### src/rtl/nixie_sched_pkg.sv
// Shared types and constants for the Nixie display-frame scheduler.
package nixie_sched_pkg;

  localparam int BCD_W = 32;
  localparam int DP_W  = 16;

  localparam logic [DP_W-1:0] AP_DP = 16'hFFFF;

  // Doubles as the frame_source encoding on the top-level port.
  typedef enum logic [1:0] {
    SRC_TIME = 2'd0,
    SRC_HOST = 2'd1,
    SRC_AP   = 2'd2
  } mode_t;

  function automatic logic [BCD_W-1:0] ap_pattern(input logic [3:0] digit);
    return {8{digit}};
  endfunction

endpackage

### src/rtl/pps_edge_sync.sv
// Brings the asynchronous PPS into clk: two synchronizer flops, one edge flop,
// and a single-cycle rise strobe.
module pps_edge_sync (
  input  logic clk,
  input  logic rst,
  input  logic pps,
  output logic rise
);

  logic [2:0] stage_reg;
  logic [2:0] stage_in;

  assign stage_in = {stage_reg[1:0], pps};

  genvar gi;
  generate
    for (gi = 0; gi < 3; gi++) begin : g_stage
      always_ff @(posedge clk) begin
        if (rst) begin
          stage_reg[gi] <= 1'b0;
        end else begin
          stage_reg[gi] <= stage_in[gi];
        end
      end
    end
  endgenerate

  // stage 0 may go metastable; only stages 1 and 2 feed logic.
  assign rise = stage_reg[1] & ~stage_reg[2];

endmodule

### src/rtl/nixie_frame_scheduler.sv
// Picks TIME / HOST / anti-poison frames for the Nixie driver, committing only
// on PPS rising edges, and counts seconds the driver failed to confirm.
module nixie_frame_scheduler
  import nixie_sched_pkg::*;
#(
  parameter int unsigned     HOLD_SECS = 5,
  parameter int unsigned     AP_ROUNDS = 1,
  parameter logic [DP_W-1:0] TIME_DP   = 16'h0000
) (
  input  logic              clk,
  input  logic              rst,
  input  logic              pps,
  input  logic [BCD_W-1:0]  time_bcd,
  input  logic [BCD_W-1:0]  host_bcd,
  input  logic [DP_W-1:0]   host_dp,
  input  logic              host_valid,
  output logic              host_ready,
  input  logic              ap_start,
  output logic              ap_busy,
  input  logic              drv_done,
  output logic [BCD_W-1:0]  NixieBCD,
  output logic [DP_W-1:0]   digitpoint,
  output logic [1:0]        frame_source,
  output logic              frame_miss,
  output logic [7:0]        miss_count
);

  localparam int HOLD_W = $clog2(HOLD_SECS + 1);
  localparam int RND_W  = (AP_ROUNDS > 1) ? $clog2(AP_ROUNDS) : 1;
  localparam logic [HOLD_W-1:0] HOLD_LOAD = HOLD_W'(HOLD_SECS);
  localparam logic [RND_W-1:0]  RND_LAST  = RND_W'(AP_ROUNDS - 1);

  logic rise;

  pps_edge_sync u_pps_sync (
    .clk  (clk),
    .rst  (rst),
    .pps  (pps),
    .rise (rise)
  );

  mode_t              mode_reg, mode_next;
  logic [BCD_W-1:0]   bcd_reg, bcd_next;
  logic [DP_W-1:0]    dp_reg, dp_next;
  logic               host_empty_reg, host_empty_next;
  logic [BCD_W-1:0]   buf_bcd_reg, buf_bcd_next;
  logic [DP_W-1:0]    buf_dp_reg, buf_dp_next;
  logic [HOLD_W-1:0]  hold_reg, hold_next;
  logic               ap_pending_reg, ap_pending_next;
  logic               ap_busy_reg, ap_busy_next;
  logic [3:0]         digit_reg, digit_next;
  logic [RND_W-1:0]   round_reg, round_next;
  logic               done_flag_reg, done_flag_next;
  logic               first_seen_reg, first_seen_next;
  logic               miss_reg, miss_next;
  logic [7:0]         miss_count_reg, miss_count_next;

  logic accept;
  logic ap_last;

  always_ff @(posedge clk) begin
    if (rst) begin
      mode_reg       <= SRC_TIME;
      bcd_reg        <= '0;
      dp_reg         <= '0;
      host_empty_reg <= 1'b1;
      buf_bcd_reg    <= '0;
      buf_dp_reg     <= '0;
      hold_reg       <= '0;
      ap_pending_reg <= 1'b0;
      ap_busy_reg    <= 1'b0;
      digit_reg      <= '0;
      round_reg      <= '0;
      done_flag_reg  <= 1'b0;
      first_seen_reg <= 1'b0;
      miss_reg       <= 1'b0;
      miss_count_reg <= '0;
    end else begin
      mode_reg       <= mode_next;
      bcd_reg        <= bcd_next;
      dp_reg         <= dp_next;
      host_empty_reg <= host_empty_next;
      buf_bcd_reg    <= buf_bcd_next;
      buf_dp_reg     <= buf_dp_next;
      hold_reg       <= hold_next;
      ap_pending_reg <= ap_pending_next;
      ap_busy_reg    <= ap_busy_next;
      digit_reg      <= digit_next;
      round_reg      <= round_next;
      done_flag_reg  <= done_flag_next;
      first_seen_reg <= first_seen_next;
      miss_reg       <= miss_next;
      miss_count_reg <= miss_count_next;
    end
  end

  assign accept  = host_valid & host_empty_reg;
  assign ap_last = (mode_reg == SRC_AP) && (digit_reg == 4'd9) && (round_reg == RND_LAST);

  always_comb begin
    mode_next       = mode_reg;
    bcd_next        = bcd_reg;
    dp_next         = dp_reg;
    host_empty_next = host_empty_reg;
    buf_bcd_next    = buf_bcd_reg;
    buf_dp_next     = buf_dp_reg;
    hold_next       = hold_reg;
    ap_pending_next = ap_pending_reg;
    ap_busy_next    = ap_busy_reg;
    digit_next      = digit_reg;
    round_next      = round_reg;
    done_flag_next  = done_flag_reg | drv_done;
    first_seen_next = first_seen_reg;
    miss_next       = 1'b0;
    miss_count_next = miss_count_reg;

    if (accept) begin
      host_empty_next = 1'b0;
      buf_bcd_next    = host_bcd;
      buf_dp_next     = host_dp;
    end

    if (ap_start && !ap_busy_reg && !ap_pending_reg) begin
      ap_pending_next = 1'b1;
    end

    if (rise) begin
      // drv_done seen in the rise cycle belongs to the second just starting.
      done_flag_next = drv_done;
      if (!first_seen_reg) begin
        first_seen_next = 1'b1;
      end else if (!done_flag_reg) begin
        miss_next = 1'b1;
        if (miss_count_reg != 8'hFF) begin
          miss_count_next = miss_count_reg + 8'd1;
        end
      end

      // Decisions use state from before this cycle, so same-cycle requests
      // wait for the following boundary.
      if (mode_reg == SRC_AP && !ap_last) begin
        if (digit_reg == 4'd9) begin
          digit_next = 4'd0;
          round_next = round_reg + RND_W'(1);
        end else begin
          digit_next = digit_reg + 4'd1;
        end
        bcd_next = ap_pattern(digit_next);
        dp_next  = AP_DP;
      end else if (ap_pending_reg) begin
        mode_next       = SRC_AP;
        digit_next      = 4'd0;
        round_next      = '0;
        ap_pending_next = 1'b0;
        ap_busy_next    = 1'b1;
        hold_next       = '0;
        bcd_next        = ap_pattern(4'd0);
        dp_next         = AP_DP;
      end else if (!host_empty_reg) begin
        mode_next       = SRC_HOST;
        bcd_next        = buf_bcd_reg;
        dp_next         = buf_dp_reg;
        host_empty_next = 1'b1;
        hold_next       = HOLD_LOAD;
        ap_busy_next    = 1'b0;
      end else if (mode_reg == SRC_HOST && hold_reg > HOLD_W'(1)) begin
        hold_next = hold_reg - HOLD_W'(1);
      end else begin
        mode_next    = SRC_TIME;
        bcd_next     = time_bcd;
        dp_next      = TIME_DP;
        hold_next    = '0;
        ap_busy_next = 1'b0;
      end
    end
  end

  assign host_ready   = host_empty_reg;
  assign ap_busy      = ap_busy_reg;
  assign NixieBCD     = bcd_reg;
  assign digitpoint   = dp_reg;
  assign frame_source = mode_reg;
  assign frame_miss   = miss_reg;
  assign miss_count   = miss_count_reg;

endmodule

### config.mk
export PLATFORM = sky130hd
export DESIGN_NAME = nixie_frame_scheduler
export DESIGN_NICKNAME = d
export VERILOG_FILES = /design/src/rtl/nixie_sched_pkg.sv /design/src/rtl/pps_edge_sync.sv /design/src/rtl/nixie_frame_scheduler.sv
export SDC_FILE = /design/constraint.sdc
export NUM_CORES = 1
export LEC_CHECK = 0
export CAP_MARGIN = 20
export CORE_MARGIN = 1
export CORE_UTILIZATION = 45
export CTS_BUF_LIST = sky130_fd_sc_hd__clkbuf_2
export DETAILED_ROUTE_END_ITERATION = 10
export PLACE_DENSITY_LB_ADDON = 0.15
export SLEW_MARGIN = 15
export SYNTH_ARGS = -nofsm -noshare
export SYNTH_HDL_FRONTEND = slang
export SYNTH_SLANG_ARGS = --single-unit
### constraint.sdc
create_clock -name clk -period 5.17 [get_ports clk]
set_input_delay 1.034 -clock clk [delete_from_list [all_inputs] [get_ports clk]]
set_output_delay 1.034 -clock clk [all_outputs]
set_load 0.02 [all_outputs]
==> metrics list <==
- Sequence of cells on the critical path: clkdlybuf4s50_1
* Async S/R FF share, synth: 0%
- Rel. slew slack: 33.8%
- The number of hold-slack violations in the final timing report is 0.
* Final instance area: 0.00703 mm²
* Type of the worst setup path: flip-flop to output port
- Antenna violation net count after detailed routing: 0
- In this run the core area contains 39 standard-cell rows.
- The share of the Yosys chip area taken by registers is 46.3%.
- Post-synthesis net count: 698
- In this run the post-CTS setup repair buffer count came out at 0.
- Synthesis produced a netlist whose cell count is about 600.
- TritonCTS built the clock tree.
- Main synth FF type: dfxtp_1
- For this run, design rule violations remaining after detail routing come to 0.
* Synthesis-to-finish area growth: 33.3%
- Floorplan Core Area: 0.0114 mm²
- Required time at the worst-slack endpoint: a little over 4000 ps
* Setup TNS: 0 ps
- In this run the tool buffered the top-level ports with 146 buffer cells.
- Result of the run: complete, no violations
* Number of vias in the routed layout: 4,871
* Share of total power in the clock network: between 30% and 40%
- DR vias/cell: 5.51
- In this run the horizontal extent of the chip is 110 µm.
* Number of cells on the worst hold path: 2
- In this run the clock root is driven by a clkbuf_2.
- Leak Pwr: 2.51 nW
* Post-route fraction of the period consumed by the critical path: 67.5%
- The floorplan step defined a die boundary enclosing 0.0122 mm².
- Global-route wire length before repair: 21,900 µm
* Syn. warnings: 0
- Clock tree synthesis found a total of 122 sinks.
- Gate power share: between 10% and 20%
* Routed length per placed instance: 15.8 µm
- The clock tree synthesis step divided the H-tree into 4 levels.
* Post-CTS clock slew at the launch and capture registers of the worst setup and hold paths: 210 ps
- Total stage count of the critical path: 1
- CP delay by family, top: flip-flops
- Final WL: 14,000 µm
* Unrepaired setup endpoints after global routing: no
* Detailed-placement wirelength estimate: 9200 µm
* Slowest library cell on the worst path: dfxtp_2
- Power density of the placed cells: 283 mW/mm²
- Summed over all layers, the global routing overflow is 0.
- After detailed placement, the total cell area comes to between 0.006 and 0.007 mm².
- The tool flagged a number of max-cap violations equal to 0.
* Combined area of all synthesized cells: between 0.005 and 0.006 mm²
- Measured in cells, the most critical reg-to-reg path has a length of 5.
- On the worst path, the slowest cell contributes a delay of 1020 ps.
- Dividing the synthesized area by the synthesized cell count gives 8.66 µm².
- Post-Route Skew: 32.7 ps
* Library cell with the largest summed area after synthesis: dfxtp_1
- At the end of routability-driven placement, the weighted congestion stood at 0.840.
- Entering global routing, the biggest net connects 111 pins.
- Violation count after the first detailed-route iteration: 355
- The via count of the first global-routing pass came to 4,571.
- Largest cells by area after synthesis: dfxtp_1 (46%), a21oi_1 (9.7%), nand2_1 (8.8%), mux2_2 (5.1%), a211oi_1 (4.8%)
- No sink is reached through more buffers than the 2 on the longest clock path.
- Number of synthesized register bits: 122
- After layout, the minimum clock period comes to 3490 ps.
* WP buf/inv: 1
* I/O pin count: 147
- Pwr Total: about 2 mW
- CP Data Arrival Time: 2460 ps
- Min-delay src: buf_dp_reg[14]
- Internal power comes to between 1 and 1.5 mW.
- Minimum hold slack: roughly 450 ps
- In this run switching power makes up 28.5% of total power.
- Later-pin clock latency in the skew report: 670 ps
* Maximum VDD drop: 0.000179 V
- Number of antenna violations at the first check in global routing: 0
- The pre-antenna-repair detailed-routing pass consisted of 6 iterations.
* Final count of pins violating max slew: 0
- Clock tree synthesis inserted a total of 17 buffers.
* Count of nets after finishing: 817
* Antenna Cells: 0
- Maximum achievable frequency: 0.287 GHz
- EDFF count, synth: 0
* Critical path origin: host_ready
- Quantity of gates resized following cts: 0
- Distinct cell type count of the synthesized netlist: between 40 and 50
- Layout cells sized above 1: 11.6%
- Worst reg2reg startpoint: host_ready
* Overall routing resource usage: 23.6%
* Area share of the largest cell type after synthesis: 46.3%
* Path class of the lowest-slack min-delay path: flip-flop to flip-flop
* Measured slew at the worst slew-check pin: 992 ps
- In this run the worst path has a maximum fanout of 37.
* Number of failing setup endpoints in the final timing report: 0
- Endpoint type of the worst setup path: output port
- Number of buffers added to fix hold violations after cts: 0
- The worst setup path is launched from a flip-flop.
- From bottom edge to top edge, the die measures 110 µm.
- Net load switching power: between 0.5 and 0.6 mW
- Register share of total power: 51.5%
- Initial core utilization: 46.2%
==> area by class of cell <==
cell class	count	area, µm²
inverters	6	22.5
clock buffers	18	90.1
fillers	1026	4390
multi-input cells	429	2580
repair buffers	152	1540
flip-flops and latches	122	2440
well taps	143	179
clock inverters	14	174
==> cells by family after synthesis <==
family | synth area share [%]
compound gates | 22.1
xor+xnor | 0.996
fa+ha+maj | 0.712
buf+inv | 5.08
flops | 46.3
mux | 7.02
simple gates | 17.8
==> cell usage after synthesis, drive strengths merged (2+ instances only) <==
master,number
inv,6
o211ai,7
o221a,8
and2,3
nor3,10
dfxtp,122
nand4,2
ha,3
a311oi,8
o21a,2
nor2b,6
xor2,5
mux2,24
mux2i,10
a21oi,102
a211oi,36
nand3,27
nand2,123
nand2b,6
or4,3
nor2,13
buf,24
o21ai,15
clkbuf,28
nand3b,2
==> power groups by stage <==
stage	clock, mW	combinational (mW)	sequential, mW
after global placement	0	0.305	1.04
after floorplan	0	0.159	1.05
after CTS	0.663	0.310	1.03
after detailed placement	0	0.309	1.05
after global routing	0.703	0.342	1.03
final	0.652	0.313	1.03
==> worst paths after layout <==
path                    end  slack [ps]
max              host_ready        1680
min          digitpoint[14]         450
max reg2reg     NixieBCD[4]        2360
min reg2reg  digitpoint[14]         450
==> cells in the final DEF, fill, tap and decap left out, types with 3 or more instances in the layout <==
master / n
a211oi_1: 34
a21oi_1: 102
a311oi_1: 8
buf_4: 4
bufinv_16: 3
clkbuf_2: 18
clkdlybuf4s50_1: 145
clkinv_2: 3
clkinv_4: 4
clkinvlp_4: 3
dfxtp_1: 121
ha_1: 3
inv_1: 6
mux2_2: 24
mux2i_1: 10
nand2_1: 122
nand2b_1: 6
nand3_1: 27
nor2_1: 13
nor2b_1: 4
nor3_1: 10
o211ai_1: 7
o21ai_0: 13
o221a_2: 8
or4_1: 3
xor2_1: 5
==> metrics by stage <==
step / cells / utilization, % / worst slack (ps)
5_1_grt: 884 / 61.6 / 1510
4_1_cts: 880 / 61.0 / 1630
3_5_place_dp: 848 / 58.7 / 2320
2_1_floorplan: 609 / - / 3140
6_report: 884 / 61.6 / 1680
3_3_place_gp: 848 / 58.7 / 2360
==> per-layer routing <==
layer  vias up  global-route usage (%)  routed length, µm
met5         -                       0                  0
met4         0                    9.59                257
met3        21                    6.53                911
met2       160                    38.9               6820
met1      2290                    29.0               5960
li1       2400                       -                  -
No activity file was read; power rests on OpenSTA's default activity.
